`src/rtl/alu_pkg.sv`:
```
// Shared ALU definitions: opcode encodings, flag bit positions and the
// packed result entry carried through the execute-to-writeback stage.
package alu_pkg;

    localparam int ALU_DW = 16;
    localparam int ALU_RW = 3;

    typedef enum logic [2:0] {
        ALU_ADD = 3'b000,
        ALU_SUB = 3'b001,
        ALU_AND = 3'b010,
        ALU_OR  = 3'b011,
        ALU_XOR = 3'b100,
        ALU_NOT = 3'b101,
        ALU_SLA = 3'b110,
        ALU_SRA = 3'b111
    } alucon_t;

    localparam int FLG_N = 2;
    localparam int FLG_Z = 1;
    localparam int FLG_C = 0;

    typedef struct packed {
        logic [ALU_DW-1:0] data;
        logic [ALU_RW-1:0] rd;
        logic              we;
        logic [2:0]        flags;
    } entry_t;

    // State value is literally {head_v, skid_v}
    typedef enum logic [1:0] {
        ST_EMPTY = 2'b00,
        ST_ONE   = 2'b10,
        ST_TWO   = 2'b11
    } stage_state_t;

endpackage

```
`src/rtl/result_flag_gen.sv`:
```
// Combinational {N,Z,C} flag derivation from an ALU result; carry only
// survives for arithmetic opcodes, logic/shift ops report C = 0.
module result_flag_gen
    import alu_pkg::*;
#(
    parameter int DW = ALU_DW
) (
    input  logic [DW-1:0] result,
    input  logic          carry,
    input  logic [2:0]    alucon,
    output logic [2:0]    flags
);

    always_comb begin
        flags        = '0;
        flags[FLG_N] = result[DW-1];
        flags[FLG_Z] = (result == '0);
        flags[FLG_C] = ((alucon == ALU_ADD) || (alucon == ALU_SUB)) ? carry : 1'b0;
    end

endmodule

```
`src/rtl/alu_result_stage.sv`:
```
// Execute-to-writeback stage: two-entry skid buffer with valid/ready
// handshake, capture-time flag generation and a committed flag register.
module alu_result_stage
    import alu_pkg::*;
#(
    parameter int DW = ALU_DW,
    parameter int RW = ALU_RW
) (
    input  logic          clk,
    input  logic          rst_n,
    input  logic          flush,
    input  logic          in_valid,
    output logic          in_ready,
    input  logic [DW-1:0] ALUOUT,
    input  logic          carry,
    input  logic [2:0]    ALUCON,
    input  logic [RW-1:0] in_rd,
    input  logic          in_we,
    output logic          out_valid,
    input  logic          out_ready,
    output logic [DW-1:0] out_data,
    output logic [RW-1:0] out_rd,
    output logic          out_we,
    output logic [2:0]    out_flags,
    output logic [2:0]    flag_reg
);

    stage_state_t state;
    entry_t       head;
    entry_t       skid;
    entry_t       incoming;
    logic [2:0]   new_flags;
    logic         head_v;
    logic         skid_v;
    logic         accept;
    logic         transfer;

    result_flag_gen #(.DW(DW)) u_flag_gen (
        .result (ALUOUT),
        .carry  (carry),
        .alucon (ALUCON),
        .flags  (new_flags)
    );

    assign incoming = '{data: ALUOUT, rd: in_rd, we: in_we, flags: new_flags};

    assign head_v   = (state != ST_EMPTY);
    assign skid_v   = (state == ST_TWO);
    assign accept   = in_valid && !skid_v;
    assign transfer = head_v && out_ready;

    // in_ready comes straight from state, so it never sees out_ready
    assign in_ready  = !skid_v;
    assign out_valid = head_v;
    assign out_data  = head.data;
    assign out_rd    = head.rd;
    assign out_we    = head.we;
    assign out_flags = head.flags;

    // Flush still lets the departing head commit its flags
    always_ff @(posedge clk or negedge rst_n) begin
        if (!rst_n) begin
            state    <= ST_EMPTY;
            head     <= '0;
            skid     <= '0;
            flag_reg <= '0;
        end else begin
            if (transfer && head.we) begin
                flag_reg <= head.flags;
            end
            if (flush) begin
                state <= ST_EMPTY;
            end else begin
                case (state)
                    ST_EMPTY: begin
                        if (accept) begin
                            head  <= incoming;
                            state <= ST_ONE;
                        end
                    end
                    ST_ONE: begin
                        if (accept && transfer) begin
                            head <= incoming;
                        end else if (accept) begin
                            skid  <= incoming;
                            state <= ST_TWO;
                        end else if (transfer) begin
                            state <= ST_EMPTY;
                        end
                    end
                    ST_TWO: begin
                        if (transfer) begin
                            head  <= skid;
                            state <= ST_ONE;
                        end
                    end
                    default: state <= ST_EMPTY;
                endcase
            end
        end
    end

endmodule

```
`config.mk`:
```
export PLATFORM = sky130hd
export DESIGN_NAME = alu_result_stage
export DESIGN_NICKNAME = d
export VERILOG_FILES = /design/src/rtl/alu_pkg.sv /design/src/rtl/result_flag_gen.sv /design/src/rtl/alu_result_stage.sv
export SDC_FILE = /design/constraint.sdc
export NUM_CORES = 1
export LEC_CHECK = 0
export ABC_AREA = 1
export CORE_MARGIN = 10
export CORE_UTILIZATION = 35
export CTS_CLUSTER_SIZE = 12
export DETAILED_ROUTE_END_ITERATION = 8
export PLACE_DENSITY = 0.56
export REMOVE_ABC_BUFFERS = 1
export SETUP_SLACK_MARGIN = 0.15
export SLEW_MARGIN = 20
export SYNTH_ARGS = -nofsm -noshare
export SYNTH_HDL_FRONTEND = slang
export SYNTH_HIERARCHICAL = 1
export SYNTH_SLANG_ARGS = --single-unit
```
`constraint.sdc`:
```
create_clock -name clk -period 3.5 [get_ports clk]
set_clock_uncertainty 0.1 [all_clocks]
set_input_delay 0.7 -clock clk [delete_from_list [all_inputs] [get_ports clk]]
set_output_delay 0.7 -clock clk [all_outputs]
set_load 0.02 [all_outputs]
```
* Word-level counts from Yosys, hierarchy flattened
Cells that the tools add are included.
Storage, ports and cells: flip-flop bits (word level) 51, input bits 29
Operators by class: eq/ne operators 10, mux-type cells 12, bitwise logic cells 2, reductions and logical operators 14
Operators by type and width (count):
- 23-bit 2-to-1 mux | 3
- 23-bit one-hot mux with 3 select lines | 1
- 16-bit zero test | 1
- 2-bit 2-to-1 mux | 6
- 4-bit AND reduction | 2
- 3-bit inequality test, second input constant | 2
- 2-bit one-hot mux with 3 select lines | 1
- 5-bit AND reduction | 1
- 2-bit equality test, second input constant | 2
- 1-bit logical AND | 4
- 2-bit inequality test, second input constant | 2
- 4-bit inequality test, second input constant | 1
- 3-bit by 1-bit equality test with 1-bit output, second input constant | 1
- 3-bit zero test | 1
- 3-bit by 2-bit inequality test with 1-bit output, second input constant | 1
- 3-bit nonzero test | 1
- 2-bit zero test | 1
- 2-bit by 1-bit inequality test with 1-bit output, second input constant | 1
- 1-bit NOT | 2
- 2-bit nonzero test | 1
- 1-bit zero test | 1
- 1-bit logical OR | 1
- 1-bit 2-to-1 mux | 1

* Longest topological paths before layout
depth after elaboration 7, depth in mapped cells 11, mapped depth without buffers 10

* By module
The synthesis kept the hierarchy.
Modules (own cells, without submodules):
- alu_result_stage | times used 1, cells each 274, area each 2602.5 um2, sequential area each 1276.2 um2
- result_flag_gen | times used 1, cells each 29, area each 118.9 um2, sequential area each 0.0 um2

* Worst setup path before layout
OpenSTA, ideal clock, no wires.
path type reg2reg, start point register state[0], end point register head (netlist bit out_flags[0]), setup time 0.123 ns, arrival time 1.472 ns, path slack 1.804 ns, stages on the path, launching flop included 10, period minus slack after synthesis 1.696 ns, cell sequence dfrtp_1 -> inv_1 -> ha_1 -> inv_1 -> a21oi_1 -> nor2_1 -> nand2_4 -> buf_6 -> nand2_2 -> o21ai_2
Between the ends: elaborated cells on any way between the ends 14
RTL lines:
- start, declared | RTL line alu_result_stage.sv:28 | stage_state_t state;
- start signal, assigned | RTL line alu_result_stage.sv:63 | state <= ST_EMPTY;
- start signal, assigned | RTL line alu_result_stage.sv:72 | state <= ST_EMPTY;
- start signal, assigned | RTL line alu_result_stage.sv:78 | state <= ST_ONE;
- 2-bit nonzero test (*) | RTL line alu_result_stage.sv:47 | assign head_v = (state != ST_EMPTY);
- net out_valid | RTL line alu_result_stage.sv:19 | output logic out_valid,
- 1-bit logical AND (*) | RTL line alu_result_stage.sv:50 | assign transfer = head_v && out_ready;
- 1-bit logical AND | RTL line alu_result_stage.sv:82 | if (accept && transfer) begin
- 2-bit inequality test (no line)
- 5-bit AND reduction (no line) (*)
- end signal, assigned | RTL line alu_result_stage.sv:77 | head <= incoming;
- end signal, assigned | RTL line alu_result_stage.sv:83 | head <= incoming;
- end signal, assigned | RTL line alu_result_stage.sv:93 | head <= skid;
- end, declared | RTL line alu_result_stage.sv:29 | entry_t head;
Mark *: on every way through the listed nets, which the timed path passes. The rest lies on a longest branch. A chain may end at the register's enable or synchronous reset.

* Final worst setup path
start point register state[0], end point output port out_valid
Between the ends: cells in the longest elaborated chain, start to end 1
RTL lines (RTL line):
- 2-bit nonzero test | alu_result_stage.sv:47
- end, declared | alu_result_stage.sv:19
Every way passes these cells.

==> flow_summary.toml <==
[pwr]
max-vdd-ir-drop_v = 0.000295
finalPower_mw = 2.63
p_per_area_nw_per_um2 = 773
power.leakage_nw = 1.68

[detailed_routing]
vias = 1971
antenna_left = 0
firstDrtPassIters = 4
drt_iter0_markers = 54
viasPerCell = 4.33
totalWireLength_microns = 5460
drc = 0
wl_per_cell_microns = 12.0

[logic_synthesis]
syn-instance-count = 303
synth_ff_type = "dfrtp_1"
synth_area_sq_um = 2720
synth_area_leader_cell = "dfrtp_1"
synth_cell_types = 24
synth_top_cell_area_share = 0.469
seq_area_frac_synth = 0.469
ys_ff_latch = 51
synth-edff-count = 0
yosysWarnings = 6
yosys-top-cells-area = "dfrtp_1, o21ai_2, nand2_1"
synth_async_sr_flop_share = 1.00
syn_area_per_cell_sq_um = 8.98

[timing]
rsz0062_at_grt = "false"
slew_viol_final = 0
hold_viol_final = 0
final.setup.tns_ns = 0
worst_slew_pin_slew_ns = 0.719
fmax_mhz = 389
fin_crit_sh = 0.735
finalCriticalPeriod_ns = 2.57
finalSetupViolations = 0
setup_slack_ns = 0.929
slew_headroom = 0.520

[clocking]
cts_root_buf = "clkbuf_8"
hold_buffers = 0
post_cts_buffers = 0
cts_tree = "done"
clk_pin_slew_ns = 0.10
clock_latency_ns = 0.31
cts.sinks = 51
cts_made_buffers = 5
post_cts_resized = 0
clk_path_buf_depth = 2
cts_htree_levels = 2

[final_layout]
top_register = "skid"
mostFrequentLayoutCells = "nand2_1, clkdlybuf4s50_1, dfrtp_1, o21ai_2, inv_1"
drive_gt1_frac = 0.241
largest_reg_flops = 23
nets = 387
final_common_cell = "nand2_1"
layout.cells.non_filler = 455
areaGrowthSynthToFinish_pct = 24.9
fin_util = 0.445
diodes = 0

[floorplanning]
coreArea_sq_um = 7650
io_pins = 57
die_w_microns = 108
initial_utilization = 0.356
dieArea_sq_um = 11700
row_count = 32
die_h_microns = 108

[placed_design]
dpl_worst_slack_ns = 0.913
io_buffer_count = 55
place.gp.congestion = 0.757
dpl.hpwl_microns = 3800
placed_cells = 447

[setup_path]
ff2ff_setup_slack_ns = 1.42
reg2reg_depth = 8
cp_max_fo = 5
reg2reg_from = "state[0]"
endpoint_kind = "output pin"
crit_required_ns = 2.70
path_class = "flip-flop to output pin"
cp_slowest_cell = "clkdlybuf4s50_1"
r2r_end = "out_data[12]"
arrival_ns = 1.77
start_kind = "flip-flop"
crit_chain = "inv_1, ha_1, inv_1, clkdlybuf4s50_1"
critPathMaxStageDelay_ns = 0.60
crit_top_cell = "inv_1"

[worst_hold_path]
hp-class = "input pin to asynchronous set/reset pin"

[grt]
grt_pass1_vias = 1960
grt_max_degree = 48
overflow = 0
grt.total_usage = 0.0964
antenna_found_initial = 0
grt_pass1_wl_microns = 9270

[run_status]
status = "finished clean"

[flow_run]
max-cap-violations = 0
-- metal layers --
metal	vias to the layer above	global-route usage	routed length [microns]
met5	-	0	0
met4	0	0.0315	69
met3	6	0.0333	388
met2	40	0.154	2390
met1	878	0.119	2620
li1	1047	-	-
-- per-stage QoR --
stage / cell area, sq um / hold slack (ns)
final: 3400 / 0.227
after global routing: 3400 / 0.249
after CTS: 3400 / 0.240
after detailed placement: 3280 / 0.362
after global placement: 3280 / 0.358
after floorplan: 2600 / 0.304
-- worst max path at each step --
| stage | startpoint | endpoint | slack [ns] | depth (start not counted) |
|---|---|---|---|---|
| final | state[0] | out_valid | 0.93 | 4 |
| after global routing | state[0] | out_valid | 0.83 | 4 |
| after CTS | state[0] | out_valid | 0.90 | 4 |
| after detailed placement | in_valid | skid[10] | 0.91 | 5 |
| after global placement | out_ready | out_data[9] | 0.95 | 8 |
| after floorplan | state[0] | out_data[10] | 1.60 | 8 |
-- Yosys cell counts, types with 2 or more instances --
library cell	count
a21oi_1	2
buf_2	3
buf_4	2
buf_6	8
dfrtp_1	51
ha_1	6
inv_1	42
inv_2	3
mux2_2	3
nand2_1	74
nand2_2	19
nand3_1	4
nor2_1	8
nor2_2	2
o21ai_0	20
o21ai_1	3
o21ai_2	46
-- critical path, delay by kind of cell, from the launching register on --
kind	cells	cell delay [ns]
DFF	1	0.43
buffers and inverters	3	0.80
adders and majority gates	1	0.25
-- cell families (layout without fill, tap and decap cells) --
group / count (synthesis) / after routing / synth area share
buf+inv: 59 / 109 / 0.108
compound gates: 71 / 71 / 0.194
mux: 3 / 3 / 0.0124
fa+ha+maj: 6 / 6 / 0.0276
flops: 51 / 51 / 0.469
simple gates: 113 / 113 / 0.189
-- where the power goes --
part / switching (mW) / leakage [nW] / internal, mW
combinational: 0.645 / 0.977 / 0.533
clock: 0.205 / 0.0618 / 0.235
sequential: 0.155 / 0.644 / 0.856
-- layout make-up --
cell class / count / area, sq um
fillers: 781 / 4250
well taps: 102 / 128
flip-flops and latches: 51 / 1280
inverters: 45 / 169
repair buffers: 56 / 553
clock inverters: 2 / 38.8
multi-input cells: 193 / 1150
clock buffers: 6 / 82.6
Power figures use the tool's default switching activity.
